==> src/rtl/alu_cmd_arbiter.sv <==
// Two-requester round-robin arbiter/sequencer in front of a single shared ALU.
// Optional WAIT watchdog enabled by defining ALU_ARB_TIMEOUT_EN.
module alu_cmd_arbiter #(
    parameter int DATA_W  = 8,
    parameter int SEL_W   = 4,
    parameter int TIMEOUT = 32
) (
    input  logic                  i_clk,
    input  logic                  i_rst_n,
    input  logic                  i_req0,
    input  logic                  i_req1,
    input  logic [DATA_W-1:0]     i_a0,
    input  logic [DATA_W-1:0]     i_a1,
    input  logic [DATA_W-1:0]     i_b0,
    input  logic [DATA_W-1:0]     i_b1,
    input  logic [SEL_W-1:0]      i_sel0,
    input  logic [SEL_W-1:0]      i_sel1,
    output logic                  o_gnt0,
    output logic                  o_gnt1,
    output logic                  o_done0,
    output logic                  o_done1,
    output logic [2*DATA_W-1:0]   o_result,
    output logic                  o_err,
    output logic                  o_busy,
    output logic [7:0]            o_op_count,
    output logic                  o_alu_start,
    output logic [DATA_W-1:0]     o_alu_a,
    output logic [DATA_W-1:0]     o_alu_b,
    output logic [SEL_W-1:0]      o_alu_sel,
    input  logic                  i_alu_done,
    input  logic [2*DATA_W-1:0]   i_alu_out
);

    typedef enum logic [1:0] {ST_IDLE, ST_ISSUE, ST_WAIT, ST_RESP} state_t;

    state_t              r_state;
    logic                r_owner;
    logic                r_last_gnt;
    logic                r_gnt0, r_gnt1, r_done0, r_done1, r_busy, r_alu_start;
    logic [2*DATA_W-1:0] r_result;
    logic [7:0]          r_op_count;
    logic [DATA_W-1:0]   r_alu_a, r_alu_b;
    logic [SEL_W-1:0]    r_alu_sel;
    logic                w_pick1;
    logic                w_expire;

    // Requester 1 wins if it is alone, or if both ask and requester 0 won last time.
    assign w_pick1 = i_req1 & (~i_req0 | ~r_last_gnt);

`ifdef ALU_ARB_TIMEOUT_EN
    localparam int CNT_W = ($clog2(TIMEOUT + 1) > 8) ? $clog2(TIMEOUT + 1) : 8;
    logic [CNT_W-1:0] r_tmo_cnt;
    logic             r_err;

    assign w_expire = (r_tmo_cnt == CNT_W'(TIMEOUT - 1));
    assign o_err    = r_err;

    always_ff @(posedge i_clk or negedge i_rst_n) begin
        if (!i_rst_n) begin
            r_tmo_cnt <= '0;
            r_err     <= 1'b0;
        end else begin
            if (r_state == ST_ISSUE) begin
                r_tmo_cnt <= '0;
            end else if (r_state == ST_WAIT) begin
                r_tmo_cnt <= r_tmo_cnt + 1'b1;
            end
            // Err only when the watchdog fires without a coincident AluDone.
            r_err <= (r_state == ST_WAIT) && w_expire && !i_alu_done;
        end
    end
`else
    logic [31:0] w_unused_timeout;
    assign w_unused_timeout = 32'(TIMEOUT);
    assign w_expire         = 1'b0;
    assign o_err            = 1'b0;
`endif

    always_ff @(posedge i_clk or negedge i_rst_n) begin
        if (!i_rst_n) begin
            r_state     <= ST_IDLE;
            r_owner     <= 1'b0;
            r_last_gnt  <= 1'b1;
            r_gnt0      <= 1'b0;
            r_gnt1      <= 1'b0;
            r_done0     <= 1'b0;
            r_done1     <= 1'b0;
            r_busy      <= 1'b0;
            r_alu_start <= 1'b0;
            r_result    <= '0;
            r_op_count  <= '0;
            r_alu_a     <= '0;
            r_alu_b     <= '0;
            r_alu_sel   <= '0;
        end else begin
            case (r_state)
                ST_IDLE: begin
                    if (i_req0 || i_req1) begin
                        r_owner     <= w_pick1;
                        r_last_gnt  <= w_pick1;
                        r_gnt0      <= ~w_pick1;
                        r_gnt1      <= w_pick1;
                        r_alu_start <= 1'b1;
                        r_busy      <= 1'b1;
                        r_alu_a     <= w_pick1 ? i_a1   : i_a0;
                        r_alu_b     <= w_pick1 ? i_b1   : i_b0;
                        r_alu_sel   <= w_pick1 ? i_sel1 : i_sel0;
                        r_state     <= ST_ISSUE;
                    end
                end
                ST_ISSUE: begin
                    r_gnt0      <= 1'b0;
                    r_gnt1      <= 1'b0;
                    r_alu_start <= 1'b0;
                    r_state     <= ST_WAIT;
                end
                ST_WAIT: begin
                    if (i_alu_done || w_expire) begin
                        r_result   <= i_alu_done ? i_alu_out : '1;
                        r_done0    <= ~r_owner;
                        r_done1    <= r_owner;
                        r_op_count <= r_op_count + 8'd1;
                        r_state    <= ST_RESP;
                    end
                end
                default: begin
                    r_done0 <= 1'b0;
                    r_done1 <= 1'b0;
                    r_busy  <= 1'b0;
                    r_state <= ST_IDLE;
                end
            endcase
        end
    end

    assign o_gnt0      = r_gnt0;
    assign o_gnt1      = r_gnt1;
    assign o_done0     = r_done0;
    assign o_done1     = r_done1;
    assign o_result    = r_result;
    assign o_busy      = r_busy;
    assign o_op_count  = r_op_count;
    assign o_alu_start = r_alu_start;
    assign o_alu_a     = r_alu_a;
    assign o_alu_b     = r_alu_b;
    assign o_alu_sel   = r_alu_sel;

endmodule

==> config.mk <==
export PLATFORM = sky130hd
export DESIGN_NAME = alu_cmd_arbiter
export DESIGN_NICKNAME = d
export VERILOG_FILES = /design/src/rtl/alu_cmd_arbiter.sv
export SDC_FILE = /design/constraint.sdc
export NUM_CORES = 1
export LEC_CHECK = 0
export BUFFER_PORTS_ARGS = -buffer_cell sky130_fd_sc_hd__buf_2
export CORE_MARGIN = 8
export CORE_UTILIZATION = 42
export CTS_CLUSTER_DIAMETER = 80
export CTS_CLUSTER_SIZE = 16
export DETAILED_ROUTE_END_ITERATION = 6
export GPL_ROUTABILITY_DRIVEN = 0
export PLACE_DENSITY = 0.86
export SYNTH_ARGS = -nofsm -noshare
export SYNTH_HDL_FRONTEND = slang
export SYNTH_SLANG_ARGS = --single-unit
==> constraint.sdc <==
create_clock -name i_clk -period 1.5 [get_ports i_clk]
set_clock_uncertainty 0.05 [all_clocks]
set_input_delay 0.15 -clock i_clk [delete_from_list [all_inputs] [get_ports i_clk]]
set_output_delay 0.15 -clock i_clk [all_outputs]
set_load 0.1 [all_outputs]
==> results.toml, run 1 <==
[status]
status = "complete, no violations"

[synthesis]
syn_area_per_cell_um2 = 10.21
ys_types = 33
synthArstFlopShare_pct = 100.0
ys_seq_area_share_pct = 55.41
ys.flop_type = "dfrtp_1"
ys_seq_elements = 54
synth_edf_count = 0
yosysWarnings = 0
postSynthCellCount = 239
syn-num-nets = 305
synthesis.area_um2 = 2441

[grt]
grt_pass1_vias = 2297
grt_overflow_total = 0
grt_pass1_wl_um = 10560
grt_usage_pct = 14.96
antenna_found_initial = 0
grt_max_degree = 41

[cells_and_area]
final_common_cell = "buf_2"
final_cells = 443
syn2layout_area_growth_pct = 38.60
mostFrequentLayoutCells = "110 x buf_2, 79 x nand2_1, 46 x dfrtp_1, 21 x mux2i_1, 20 x o21ai_1"
n_antenna_cell = 0
drive_gt1_share_pct = 39.62
fill_cells = 472
nNetsFinal = 436

[worst_setup_path]
crit_required_ns = 1.65
crit_type = "reg2reg"
worstPathArrival_ns = 1.60
worstPathMaxFanout = 20
cp_cell_sequence = "a21bo_4 > mux2i_1 > o21ai_1"
crit_path_top_delay_cell = "dfstp_2"
crit_path_start_kind = "register"
cpPeakStageDelay_ns = 0.57
endpoint_kind = "register"

[clocking]
cts_sinks = 54
htree_levels = 2
cts_inserted_buffers = 5
insertion_delay_ns = 0.31
cts_tree = "done"
clockRootBuffer = "clkbuf_8"
clock_path_buffers = 2
clkTransAtPathRegs_ns = 0.10

[sta]
max_freq_mhz = 692.7
finalSetupViolCount = 0
slew_viol_final = 0
finalSetupTns_ns = 0
hold_viol = 0
timing.hold.ws_ns = 0.02151
rsz0062_at_grt = "yes"
post-route-period-util_pct = 96.24
fin_crit_ns = 1.444

[job]
max_cap_viol_count = 0

[die]
start_util_pct = 43.79
io_pins = 112
die_w_um = 92.24
die_y_um = 92.24
coreArea_um2 = 5574
num_rows = 27
dieArea_um2 = 8507

[routing]
vias = 2090
ant_nets = 0
via_per_inst = 4.718
drtPass1Iterations = 4
drc = 0
finalWirelength_um = 6226
avgRoutedWirePerCell_um = 14.05
drtIter0Drc = 36

[placement]
portBuffers = 110
dp_cells = 419
dpl.hpwl_um = 4761

[min_path]
hold_path.class = "in2reg"
worst paths after layout:
kind | from | endpoint | slack, ns | cells past startpoint
max | r_last_gnt$_DFFE_PN1P_ | o_alu_sel[3]$_DFFE_PN0P_ | 0.06 | 3
min | i_alu_out[3] | o_result[3]$_DFFE_PN0P_ | 0.02 | 3
max reg2reg | r_last_gnt$_DFFE_PN1P_ | o_alu_sel[3]$_DFFE_PN0P_ | 0.06 | 3
min reg2reg | o_op_count[5]$_DFFE_PN0P_ | o_op_count[5]$_DFFE_PN0P_ | 0.43 | 1
max in group asynchronous | i_rst_n | r_last_gnt$_DFFE_PN1P_ | 0.69 | 3
min in group asynchronous | i_rst_n | o_result[3]$_DFFE_PN0P_ | 0.11 | 2
cell families after synthesis:
logic type,count (synthesis),synth area share (%)
xor gates and xnor gates,7,2.512
DFF,54,55.41
buffers and inverters,16,4.049
and+or+nand+nor,97,17.12
muxes,22,9.072
AOI/OAI and AO/OA,37,9.124
other,1,0.1536
adders and majority gates,5,2.563
registers in the layout, summed over array words and instances (netlist names):
register     cells
r_owner          1
o_alu_sel        4
r_state          2
o_busy           1
o_gnt1           1
o_result        16
o_done0          1
o_alu_b          8
o_op_count       8
o_alu_start      1
r_last_gnt       1
o_done1          1
o_alu_a          8
o_gnt0           1
metal layers:
layer,vias up,part of all wire (%),GRT usage (%)
li1,1049,-,-
met2,89,46,25.27
met5,-,0,0
met1,947,43,16.72
met3,5,11,7.416
met4,0,0.72,2.819
what timing repair did:
action	4_1_cts	5_1_grt
hold endpoints to repair	67	1
hold buffers	15	1
buffers inserted	0	0
gates resized for setup	1	5
setup endpoints to repair	1	15
critical path: cells and delay by family, from the launching register on:
family          cells  cell delay [ns]
mux                 1             0.26
flops               1             0.57
compound gates      2             0.44
stage by stage:
step / instance area [um2] / setup WS (ns) / util (%)
4_1_cts: 3353 / 0.002412 / 60.16
3_3_place_gp: 3103 / 0.06368 / 55.67
3_5_place_dp: 3103 / -0.04034 / 55.67
2_1_floorplan: 2455 / 0.007087 / -
6_report: 3383 / 0.05646 / 60.70
5_1_grt: 3383 / -0.02881 / 60.70
area by class of cell:
cell class | instances | area, um2 | area share [%]
Sequential cell | 54 | 1361 | 40.24
Clock buffer | 6 | 82.58 | 2.441
Inverter | 4 | 15.01 | 0.4438
Timing Repair Buffer | 136 | 798.3 | 23.59
Multi-Input combinational cell | 169 | 1020 | 30.14
Tap cell | 72 | 90.09 | 2.663
Clock inverter | 2 | 16.27 | 0.4808
synthesized netlist by cell type, types with 4 or more instances:
master | number | area [um2]
o21ai_0 | 4 | 20.02
xnor2_1 | 7 | 61.31
buf_2 | 4 | 20.02
ha_1 | 5 | 62.56
buf_6 | 4 | 45.04
dfrtp_1 | 53 | 1326
mux2i_1 | 21 | 210.2
inv_1 | 4 | 15.01
nand4_1 | 4 | 25.02
o21ai_1 | 21 | 105.1
nand2_1 | 79 | 296.5
Power of run 1 is not shown: default switching activity piles up to over one toggle a cycle in this logic, so the estimate is an artifact.
==> inputs of run 2 (changes only) <==
- CORE_MARGIN: 8 -> 2
- CORE_UTILIZATION: 42 -> 46
- PLACE_DENSITY: 0.86 -> 0.89
- clock period: 1.5 -> 1.4 ns (I/O delays scaled with it)
==> run 2 against run 1 <==
  * The run now ends with setup timing left
  * Design area up 3.6%
  * Die area down 31%
  * Non-clock buffer count up 6
  * Routed wire length down 9.9%
  * Clock-buffer cell count up 2
  * Via count up 1.9%
  * Sequential share of layout area down 1.2 points
  * Cell count up 0.90%
  * First-iteration DRC count rose to 3.5 times the previous value
  * Critical path depth up 2
  * Highest routed layer unchanged
==> results.toml, run 2 (synthesis results as in run 1) <==
[die]
die_w_um = 76.85
dieArea_um2 = 5905
die_y_um = 76.85
start_util_pct = 47.80
io_pins = 112
num_rows = 26
coreArea_um2 = 5107

[grt]
grt_max_degree = 40
grt_usage_pct = 19.44
grt_pass1_vias = 2072
use_met2_pct = 32.72
grt_use_met3_pct = 4.471
grtUsageMet1_pct = 24.59
antenna_found_initial = 0
grt_overflow_total = 0
grt_pass1_wl_um = 9211
busiest_layer = "met2"

[sta]
fin_ws_ns = -0.02028
max_freq_mhz = 704.1
rsz0062_at_grt = "yes"
hold_viol = 0
post-route-period-util_pct = 101.4
slew_viol_final = 0
finalSetupViolCount = 1
fin_crit_ns = 1.420

[clocking]
cts_tree = "done"
insertion_delay_ns = 0.30
clkTransAtPathRegs_ns = 0.09
clockRootBuffer = "clkbuf_8"
clock_path_buffers = 2
htree_levels = 2
cts_sinks = 54
cts_inserted_buffers = 5

[cells_and_area]
fin_area_um2 = 3503
drive_gt1_share_pct = 41.64
fin_util_pct = 68.59
largest_reg_flops = 16
n_antenna_cell = 0
mostFrequentLayoutCells = "110 x buf_2, 79 x nand2_1, 44 x dfrtp_1, 21 x o21ai_1, 18 x mux2i_1"
syn2layout_area_growth_pct = 43.52
final_common_cell = "buf_2"
nNetsFinal = 442

[routing]
finalWirelength_um = 5612
drtPass1Iterations = 4
ant_nets = 0
via_per_inst = 4.765
avgRoutedWirePerCell_um = 12.55
vias = 2130
drtIter0Drc = 125
drc = 0

[placement]
portBuffers = 110
dpl.hpwl_um = 4167
place_area_um2 = 3167
dp_slack_ns = -0.05186

[status]
status = "finished, violations left"
violations = "setup timing"

[worst_setup_path]
worstPathArrival_ns = 1.56
crit_required_ns = 1.54
worstPathMaxFanout = 5
worst-r2r-setup-slack_ns = -0.02
crit_type = "reg2reg"
crit_path_start_kind = "register"
endpoint_kind = "register"

[min_path]
hold_path.class = "in2reg"

[job]
max_cap_viol_count = 0
==> run 2: cell types whose count changed in the layout (fill, tap and decap cells not counted), moves of 2 or more <==
cell      change
dfrtp_1       -2
buf_12        +3
buf_4         +2
mux2i_2       +3
clkbuf_1      +2
mux2i_1       -3
dfrtp_4       +2
==> run 2: what timing repair did <==
item                                    in CTS  in global routing
hold endpoints to repair                    32                  0
resized for setup                            4                 10
hold buffers                                16                  0
gates cloned                                 0                  1
endpoints found under the setup margin      25                 32
pin swaps                                    0                  6
setup buffers                                1                  1
==> run 2: worst paths after layout <==
path	from	to	depth (start not counted)
worst max register to register	r_state[1]$_DFFE_PN0P_	r_state[1]$_DFFE_PN0P_	5
worst min register to register	o_result[3]$_DFFE_PN0P_	o_result[3]$_DFFE_PN0P_	2
worst min-delay path	i_alu_out[12]	o_result[12]$_DFFE_PN0P_	3
worst max-delay path	r_state[1]$_DFFE_PN0P_	r_state[1]$_DFFE_PN0P_	5
max in group asynchronous	i_rst_n	o_alu_sel[0]$_DFFE_PN0P_	3
min in group asynchronous	i_rst_n	o_result[5]$_DFFE_PN0P_	2
==> run 2: stage by stage <==
step	hold WS [ns]	TNS (ns)	instances
finish	0.02021	-0.02028	447
floorplan	-0.2056	-0.2199	239
detailed placement	0.06532	-0.2591	420
global placement	0.06201	0	420
global route	0.02222	-0.3420	447
CTS	0.009684	-0.01485	445
==> run 2: critical path, cell delays in order (launching register included) <==
cell,delay [ns]
dfrtp_2,0.45
inv_2,0.09
ha_4,0.16
nor3b_4,0.20
nor2_2,0.07
mux2_4,0.29
==> run 2: routing by layer <==
metal / wire (um) / vias to the layer above / part of all wire, %
met5: 0 / - / 0
met4: 85 / 0 / 1.5
met3: 323 / 8 / 5.8
met2: 2820 / 88 / 50
met1: 2383 / 974 / 42
li1: - / 1060 / -
==> run 2: layout make-up <==
type,count,area [um2]
Inverter,4,15.01
Timing Repair Buffer,142,898.4
Fill cell,390,1604
Multi-Input combinational cell,169,1044
Clock buffer,8,90.09
Sequential cell,54,1369
Tap cell,70,87.58
Power of run 2 is left out for the same reason.
